<file path="src/rtl/shift_ser_pkg.sv">
// shift_ser_pkg: shared types and helpers for the serializer/deserializer pair
package shift_ser_pkg;
  typedef enum logic [1:0] {IDLE, SHIFT, PARITY} deser_state_e;
  localparam logic PARITY_EVEN = 1'b0;
  function automatic int cnt_width(int n);
    return $clog2(n + 1);
  endfunction
endpackage

</file>
<file path="src/rtl/deser_out_stage.sv">
// deser_out_stage: one-entry valid/ready holding register with drop-on-full overflow flag
module deser_out_stage #(
  parameter int W = 3
) (
  input  logic         clk,
  input  logic         reset,
  input  logic         load_i,
  input  logic [W-1:0] load_data_i,
  input  logic         clear_i,
  input  logic         ready_i,
  output logic [W-1:0] data_o,
  output logic         valid_o,
  output logic         overflow_o
);
  logic accept;
  logic drop;
  assign accept = load_i && (!valid_o || ready_i);
  assign drop   = load_i && valid_o && !ready_i;
  // load a new word when the slot is empty or draining this cycle; flag words that find it full
  always_ff @(posedge clk or posedge reset) begin
    if (reset) begin
      data_o     <= '0;
      valid_o    <= 1'b0;
      overflow_o <= 1'b0;
    end else begin
      if (accept) data_o <= load_data_i;
      valid_o    <= accept ? 1'b1 : (ready_i ? 1'b0 : valid_o);
      overflow_o <= clear_i ? 1'b0 : (drop ? 1'b1 : overflow_o);
    end
  end
endmodule

</file>
<file path="src/rtl/shift_deserializer.sv">
// shift_deserializer: MSB-first serial-to-parallel stage; optional trailing even parity via DESER_PARITY_EN
module shift_deserializer
  import shift_ser_pkg::*;
#(
  parameter int TO = 3
) (
  input  logic          clk,
  input  logic          reset,
  input  logic          bit_i,
  input  logic          bit_valid_i,
  input  logic          clear_i,
  output logic [TO-1:0] data_o,
  output logic          valid_o,
  input  logic          ready_i,
  output logic          overflow_o,
`ifdef DESER_PARITY_EN
  output logic          parity_err_o,
`endif
  output logic          busy_o
);
  localparam int CW = cnt_width(TO);
`ifdef DESER_PARITY_EN
  localparam int OW = TO + 1;
`else
  localparam int OW = TO;
`endif
  if (TO < 2) begin : g_bad_to
    $error("shift_deserializer: TO must be >= 2");
  end
  deser_state_e  state_q, state_d;
  logic [TO-1:0] sr_q, sr_d;
  logic [CW-1:0] cnt_q, cnt_d;
  logic          done;
  logic [TO-1:0] word;
  logic [OW-1:0] out_word;
  logic [OW-1:0] held;
`ifdef DESER_PARITY_EN
  logic          perr;
`endif
  // state, shift register and bit counter
  always_ff @(posedge clk or posedge reset) begin
    if (reset) begin
      state_q <= IDLE;
      sr_q    <= '0;
      cnt_q   <= '0;
    end else begin
      state_q <= state_d;
      sr_q    <= sr_d;
      cnt_q   <= cnt_d;
    end
  end
  // next-state: clear aborts the word, otherwise each sampled bit shifts in until the word completes
  always_comb begin
    state_d = state_q;
    sr_d    = sr_q;
    cnt_d   = cnt_q;
    done    = 1'b0;
    word    = {sr_q[TO-2:0], bit_i};
`ifdef DESER_PARITY_EN
    perr    = 1'b0;
`endif
    if (clear_i) begin
      state_d = IDLE;
      cnt_d   = '0;
    end else if (bit_valid_i) begin
      case (state_q)
        IDLE: begin
          state_d = SHIFT;
          sr_d    = {{(TO-1){1'b0}}, bit_i};
          cnt_d   = CW'(1);
        end
        SHIFT: begin
          sr_d = word;
          if (cnt_q == CW'(TO - 1)) begin
`ifdef DESER_PARITY_EN
            state_d = PARITY;
            cnt_d   = CW'(TO);
`else
            state_d = IDLE;
            cnt_d   = '0;
            done    = 1'b1;
`endif
          end else begin
            cnt_d = cnt_q + CW'(1);
          end
        end
        PARITY: begin
          state_d = IDLE;
          cnt_d   = '0;
`ifdef DESER_PARITY_EN
          done    = 1'b1;
          word    = sr_q;
          perr    = (^{sr_q, bit_i}) != PARITY_EVEN;
`endif
        end
        default: begin
          state_d = IDLE;
          cnt_d   = '0;
        end
      endcase
    end
  end
`ifdef DESER_PARITY_EN
  assign out_word     = {perr, word};
  assign parity_err_o = held[TO];
`else
  assign out_word     = word;
`endif
  assign data_o = held[TO-1:0];
  assign busy_o = state_q != IDLE;
  deser_out_stage #(.W(OW)) u_out (
    .clk         (clk),
    .reset       (reset),
    .load_i      (done),
    .load_data_i (out_word),
    .clear_i     (clear_i),
    .ready_i     (ready_i),
    .data_o      (held),
    .valid_o     (valid_o),
    .overflow_o  (overflow_o)
  );
endmodule

</file>
<file path="config.mk">
export PLATFORM = sky130hd
export DESIGN_NAME = shift_deserializer
export DESIGN_NICKNAME = d
export VERILOG_FILES = /design/src/rtl/shift_ser_pkg.sv /design/src/rtl/deser_out_stage.sv /design/src/rtl/shift_deserializer.sv
export SDC_FILE = /design/constraint.sdc
export NUM_CORES = 1
export LEC_CHECK = 0
export ABC_CLOCK_PERIOD_IN_PS = 1700
export CORE_AREA = 2 2 39 41
export DETAILED_ROUTE_END_ITERATION = 10
export DIE_AREA = 0 0 41 43
export SYNTH_ARGS = -nofsm -noshare
export SYNTH_HDL_FRONTEND = slang
export SYNTH_SLANG_ARGS = --single-unit
</file>
<file path="constraint.sdc">
create_clock -name clk -period 1.7 [get_ports clk]
set_input_delay 0.34 -clock clk [delete_from_list [all_inputs] [get_ports clk]]
set_output_delay 0.34 -clock clk [all_outputs]
set_load 0.01 [all_outputs]
</file>
== Word level (Yosys, flattened, before mapping) ==
Cells that the tools add are included.

* Flip-flop bits (word level): 11
* Bits of input ports: 6
* Output and inout bits: 6

* Add/sub/neg operators: 1
* Equal/unequal tests: 3
* Muxes and demuxes: 17
* Bitwise logic cells: 1
* Reductions and logical operators: 14

{| class="wikitable"
|+ Operators with widths
! kind !! number
|-
| $mux W2 || 6
|-
| $pmux W2 S2 || 3
|-
| $reduce_bool A2 Y1 || 5
|-
| $mux W1 || 8
|-
| $logic_and A1 B1 Y1 || 3
|-
| $ne A3 B3 Y1 const B || 1
|-
| $reduce_and A3 Y1 || 1
|-
| $add A2 B1 Y2 const B || 1
|-
| $eq A2 B1 Y1 const B || 1
|-
| $eq A2 B2 Y1 const B || 1
|-
| $logic_not A1 Y1 || 2
|-
| $logic_not A2 Y1 || 1
|-
| $reduce_and A2 Y1 || 1
|-
| $logic_or A1 B1 Y1 || 1
|-
| $not A1 Y1 || 1
|}

== Longest topological paths before layout ==
* Word-level depth: 9
* Gate-level depth with buffers: 3
* Gate-level depth less buffers: 3

== Modules after synthesis ==
Synthesis repeated with hierarchy kept, for this count alone.

* Cells, all modules: 36
* Area total of the unflattened synthesis: 461.7 um2

{| class="wikitable"
|+ By module, submodules not included
! module !! instances !! cells an instance !! area an instance (um2) !! seq. area each (um2)
|-
| shift_deserializer || 1 || 21 || 241.5 || 125.1
|-
| deser_out_stage || 1 || 15 || 220.2 || 125.1
|}

== Worst setup path before layout ==
No wires, ideal clock.

* Path kind: flip-flop to flip-flop
* From: reg state_q[0]
* To: reg u_out.data_o[0]
* Library setup time: 0.125 ns
* Data arrival time: 1.187 ns
* Required time: 1.575 ns
* Slack: 0.388 ns
* Stages on the path, launching flop included: 4
* Cell sequence: dfrtp_1 nand4b_2 nor3b_2 mux2_2

* Longest elaborated chain between the ends: 5

{| class="wikitable"
|+ Ends and longest elaborated chain
! what !! RTL line !! source
|-
| start, declared || shift_deserializer.sv:30 || <nowiki>deser_state_e state_q, state_d;</nowiki>
|-
| start signal, assigned || shift_deserializer.sv:47 || <nowiki>state_q <= state_d;</nowiki>
|-
| $eq A2 B1 Y1 || shift_deserializer.sv:66 || <nowiki>case (state_q)</nowiki>
|-
| $mux W1 || shift_deserializer.sv:66 ||
|-
| $mux W1 || shift_deserializer.sv:65 || <nowiki>end else if (bit_valid_i) begin</nowiki>
|-
| $mux W1 || shift_deserializer.sv:62 || <nowiki>if (clear_i) begin</nowiki>
|-
| $logic_and A1 B1 Y1 || deser_out_stage.sv:17 || <nowiki>assign accept = load_i && (!valid_o || ready_i);</nowiki>
|-
| end signal, assigned || deser_out_stage.sv:26 || <nowiki>if (accept) data_o <= load_data_i;</nowiki>
|-
| end, declared || deser_out_stage.sv:11 || <nowiki>output logic [W-1:0] data_o,</nowiki>
|}

No other way between the ends.
A chain may end at the register's enable or synchronous reset.

== Final worst setup path ==
* From: reg state_q[0]
* To: out busy_o

* Longest elaborated chain between the ends: 1

{| class="wikitable"
|+ Ends and longest elaborated chain
! what !! RTL line !! source
|-
| $reduce_bool A2 Y1 || shift_deserializer.sv:110 || <nowiki>assign busy_o = state_q != IDLE;</nowiki>
|-
| end, declared || shift_deserializer.sv:19 || <nowiki>output logic busy_o</nowiki>
|}

No other way between the ends.

==> results.toml <==
[clock_tree]
clk_pin_slew_worst_paths_ns = 0.06
clock-sinks = 10
cts_buffers = 3
insertion_delay_ns = 0.25
cts_max_level = 1
post-cts-setup-buffers = 0
root_buffer = "clkbuf_4"
clock_tree.buffer_depth = 2
tritoncts = "done"
post_cts_resized = 0
cts_hold_buf = 0

[finish]
n_antenna_cell = 0
layout-area-overhead-vs-synth_pct = 41.5
final_core_util_pct = 43.1
layout-drive-gt1-share_pct = 26.9
fin_area_um2 = 597
final_nets = 60

[power]
pwr-share-clk_pct = 31.5
p_switching_w = 0.0000969
switching_share_pct = 20.9
intPower_w = 0.000367
power.leakage_nw = 0.288
peakVddDrop_v = 0.000320
seq_power_share_pct = 56.7
p_comb_share_pct = 11.8
p_per_area_mw_per_mm2 = 777

[critical_path]
cp_max_fo = 6
crit_chain = "clkdlybuf4s50_1"
crit_required_ns = 1.36
path_class = "reg -> out"
slowest_delay_ns = 0.58
end_kind = "output pin"
cp_top_family = "buffers and inverters"
arrival_ns = 1.28
crit_buf_inv = 1
cp-start-kind = "flop"
slowest_stage = "clkdlybuf4s50_1"

[timing]
setup_slack_ns = 0.0824
timing.hold.ws_ns = 0.366
rsz0062_at_grt = "no"
fin_crit_ns = 1.62
worst_pin_slew_ns = 0.369
tns_ns = 0
max_freq_ghz = 0.618
maxSlewViolCount = 0
fin_skew_ns = 0.00302
setup_viol_count_final = 0
hold_viol_final = 0
relSlewSlack_pct = 75.4
post-route-period-util_pct = 95.2

[placement]
hpwl_um = 543
numPortBuffers = 11
routabilityCongestion = 0.638
post-place-ws_ns = -0.0490
place_area_um2 = 574

[synthesis]
syn_area_um2 = 422
synth_top_area_share_pct = 59.3
ys_seq_area_share_pct = 59.3
synth_nets = 41
netlist_instances = 35
ys_warn_count = 0
avgSynthCellArea_um2 = 12.0
synth_top_area_cell = "dfrtp_1"
synthTopCellsByArea = "dfrtp_1 59%, mux2_2 13%, nand4b_2 3.6%"
ys_types = 15
ys_seq_elements = 10

[drt]
wl_um = 682
num_vias = 308
first_pass_iters = 3
drc_errors = 0
postRouteAntennaNets = 0
drtIter0Drc = 3
wl_per_cell_um = 10.0
routed_via_density = 4.53

[floorplan]
chipHeight_um = 43
dieWidth_um = 41
ios = 12
core_area_mm2 = 0.00138
initial_utilization_pct = 30.5
core.rowCount = 14
die_area_mm2 = 0.00176

[global_routing]
grt_pass1_wl_mm = 1.16
grt_overflow_total = 0
grt_max_degree = 11
track_usage_pct = 10.4
antenna_found_initial = 0
first_global_vias = 282

[run_status]
status = "complete, no violations"

[job]
maxCapViolations = 0

[min_path]
min_path_type = "in -> async"
-- layout by cell type, fill, tap and decap left out, drive strengths merged --
cell type / n
clkdlybuf4s50: 11
dfrtp: 10
mux2: 5
inv: 3
nor2: 3
nand2: 3
clkbuf: 3
buf: 3
o21ai: 2
nand4b: 1
or2: 1
nand2b: 1
o22ai: 1
nand3: 1
or2b: 1
nor3: 1
nor3b: 1
o211ai: 1
-- flip-flops by register name, indices dropped and copies added (netlist names) --
signal	count
cnt_q	2
state_q	1
u_out.data_o	3
u_out.valid_o	1
u_out.overflow_o	1
sr_q	2
-- routing by layer --
| metal | part of all wire, % | track usage [%] | routed length, um | vias up |
|---|---|---|---|---|
| met5 | 0 | 0 | 0 | - |
| met4 | 1.5 | 10.0 | 10 | 0 |
| met3 | 6.6 | 3.66 | 45 | 2 |
| met2 | 43 | 12.8 | 291 | 10 |
| met1 | 49 | 13.0 | 335 | 141 |
| li1 | - | - | - | 155 |
-- final cells by class --
| type | count | area, um^2 |
|---|---|---|
| fill | 142 | 787 |
| sequential | 10 | 250 |
| multi-input combinational | 22 | 160 |
| timing repair buffer | 14 | 133 |
| clock buffer | 3 | 22.5 |
| tap | 16 | 20.0 |
| inverter | 3 | 11.3 |
-- final timing paths --
path	cells after the start	slack [ns]	to	startpoint
max in group asynchronous	2	1.07	sr_q[0]	reset
worst max-delay path	1	0.08	busy_o	state_q[0]
worst min-delay path	2	0.37	u_out.overflow_o	reset
worst max register to register	3	0.30	u_out.data_o[2]	cnt_q[0]
min in group clk	2	0.49	sr_q[1]	sr_q[1]
worst min register to register	2	0.49	sr_q[1]	sr_q[1]
-- logic make-up after synthesis --
group	synth area share, %
mux	13.4
buf+inv	2.67
compound gates	5.64
flops	59.3
simple gates	19.0
-- metrics by stage --
stage	power, W	instances
after floorplan	0.000288	35
after CTS	0.000477	68
after detailed placement	0.000323	65
final	0.000464	68
after global routing	0.000496	68
after global placement	0.000323	65
-- power by group through the flow --
stage	Sequential [W]	Combinational (W)	Clock (W)
6_report	0.000263	0.0000546	0.000146
5_1_grt	0.000265	0.0000614	0.000170
4_1_cts	0.000263	0.0000559	0.000158
3_5_place_dp	0.000267	0.0000559	0
3_3_place_gp	0.000267	0.0000554	0
2_1_floorplan	0.000267	0.0000207	0
-- cell usage after synthesis --
cell type	number
nand4b_2	1
o21ai_0	2
o211ai_1	1
nor3_1	1
nor3b_2	1
nand2b_1	1
nand3_1	1
o22ai_1	1
dfrtp_1	10
nor2_1	3
mux2_2	5
nand2_1	3
inv_1	3
or2b_1	1
or2_2	1
Power figures use the tool's default switching activity.
==> variant (same flow settings) <==
`TO`: 3 -> 5.
--- a/src/rtl/shift_deserializer.sv
+++ b/src/rtl/shift_deserializer.sv
@@ -2,7 +2,7 @@
 module shift_deserializer
   import shift_ser_pkg::*;
 #(
-  parameter int TO = 3
+  parameter int TO = 5
 ) (
   input  logic          clk,
   input  logic          reset,
Interface: changed (resized data_o); port bits go from 12 to 14. The function was not compared with the original's and may differ.
==> variant against the original RTL <==
Register-to-register slack got worse by 0.05 ns. Synthesized area is 65% higher. Setup slack improved by 0.090 ns. Sequential power up 44%. Sequential cell count increased by 5. Critical path type unchanged. Total power increased by 41%. Routed wire length increased by 87%. Design area rose by 49%. Count of clock-buffer cells in the layout grew 1.
==> variant: results (changes against the original RTL) <==
crit_arrival_ns: 1.19  # was 1.28 ns
power_uw: 652.6  # was 463.5 uW
yosys-top-cells-area: "dfrtp_1 54%, mux2_4 11%, nand2_1 5.9%"  # was dfrtp_1 59%, mux2_2 13%, nand4b_2 3.6%
p_sw_uw: 159.1  # was 96.95 uW
critPathMaxStageDelay_ns: 0.54  # was 0.58 ns
grtUsageTotal: 0.1840  # was 0.1036
yosysUniqueCellTypes: 21  # was 15
p_comb_frac: 0.108  # was 0.118
status: "finished, final reports clean"  # unchanged
grt_util_met2: 0.2719  # was 0.1281
drt_iter0_drc: 9  # was 3
synth_compound_area_frac: 0.04847  # was 0.05638
place.gp.congestion: 0.6889  # was 0.6378
path_clk_slew_ns: 0.09  # was 0.06 ns
layout.nets: 91  # was 60
relSlewSlack: 0.6241  # was 0.7537
use_met3: 0.03141  # was 0.03665
p_per_area_nw_per_um2: 731.6  # was 776.6 nW/um^2
layout-drive-gt1-share: 0.1829  # was 0.2692
post_drt_wl_per_cell_um: 13.02  # was 10.03 um
clk_latency_ns: 0.28  # was 0.25 ns
drtPass1Iterations: 4  # was 3
skew_ns: 0.005711  # was 0.003025 ns
post-place-ws_ns: 0.05161  # was -0.04898 ns
grt_pass1_wl_um: 2166  # was 1159 um
ir_drop_v: 0.0004020  # was 0.0003199 V
seq_cells: 15  # was 10
nClkBuffers: 4  # was 3
p_clk_frac: 0.314  # was 0.315
clock_area_frac: 0.02945  # was 0.03774
fill_cells: 126  # was 142
syn-num-nets: 71  # was 41
r2r_setup_slack_ns: 0.25  # was 0.30 ns
io_buffers: 13  # was 11
stdcell_count: 98  # was 68
synthAdderAreaFrac: 0.03591  # was 0
path_max_fanout: 2  # was 6
largestRegisters: "u_out.data_o (5), sr_q (4), cnt_q (3)"  # was u_out.data_o (3), cnt_q (2), sr_q (2)
yosys-mux-area-fraction: 0.1077  # was 0.1335
-- variant: final timing paths --
kind / to / startpoint / cells past startpoint
min: u_out.overflow_o$_DFFE_PP0P_ / reset / 2
min reg2reg: sr_q[3]$_DFFE_PP0P_ / sr_q[3]$_DFFE_PP0P_ / 2
max: data_o[4] / u_out.data_o[4]$_DFFE_PP0P_ / 1
min in group clk: sr_q[3]$_DFFE_PP0P_ / sr_q[3]$_DFFE_PP0P_ / 2
max reg2reg: u_out.data_o[4]$_DFFE_PP0P_ / cnt_q[0]$_DFFE_PP0P_ / 5
max in group asynchronous: u_out.data_o[4]$_DFFE_PP0P_ / reset / 2
-- variant: routing by layer --
| layer | vias to the layer above | wire length, um |
|---|---|---|
| met3 | 4 | 46 |
| met4 | 0 | 30 |
| li1 | 253 | - |
| met5 | - | 0 |
| met2 | 15 | 653 |
| met1 | 254 | 546 |
-- variant: cell families after synthesis --
group / count (synthesis)
fa+ha+maj: 2
buf+inv: 6
compound gates: 6
flops: 15
simple gates: 29
mux: 5
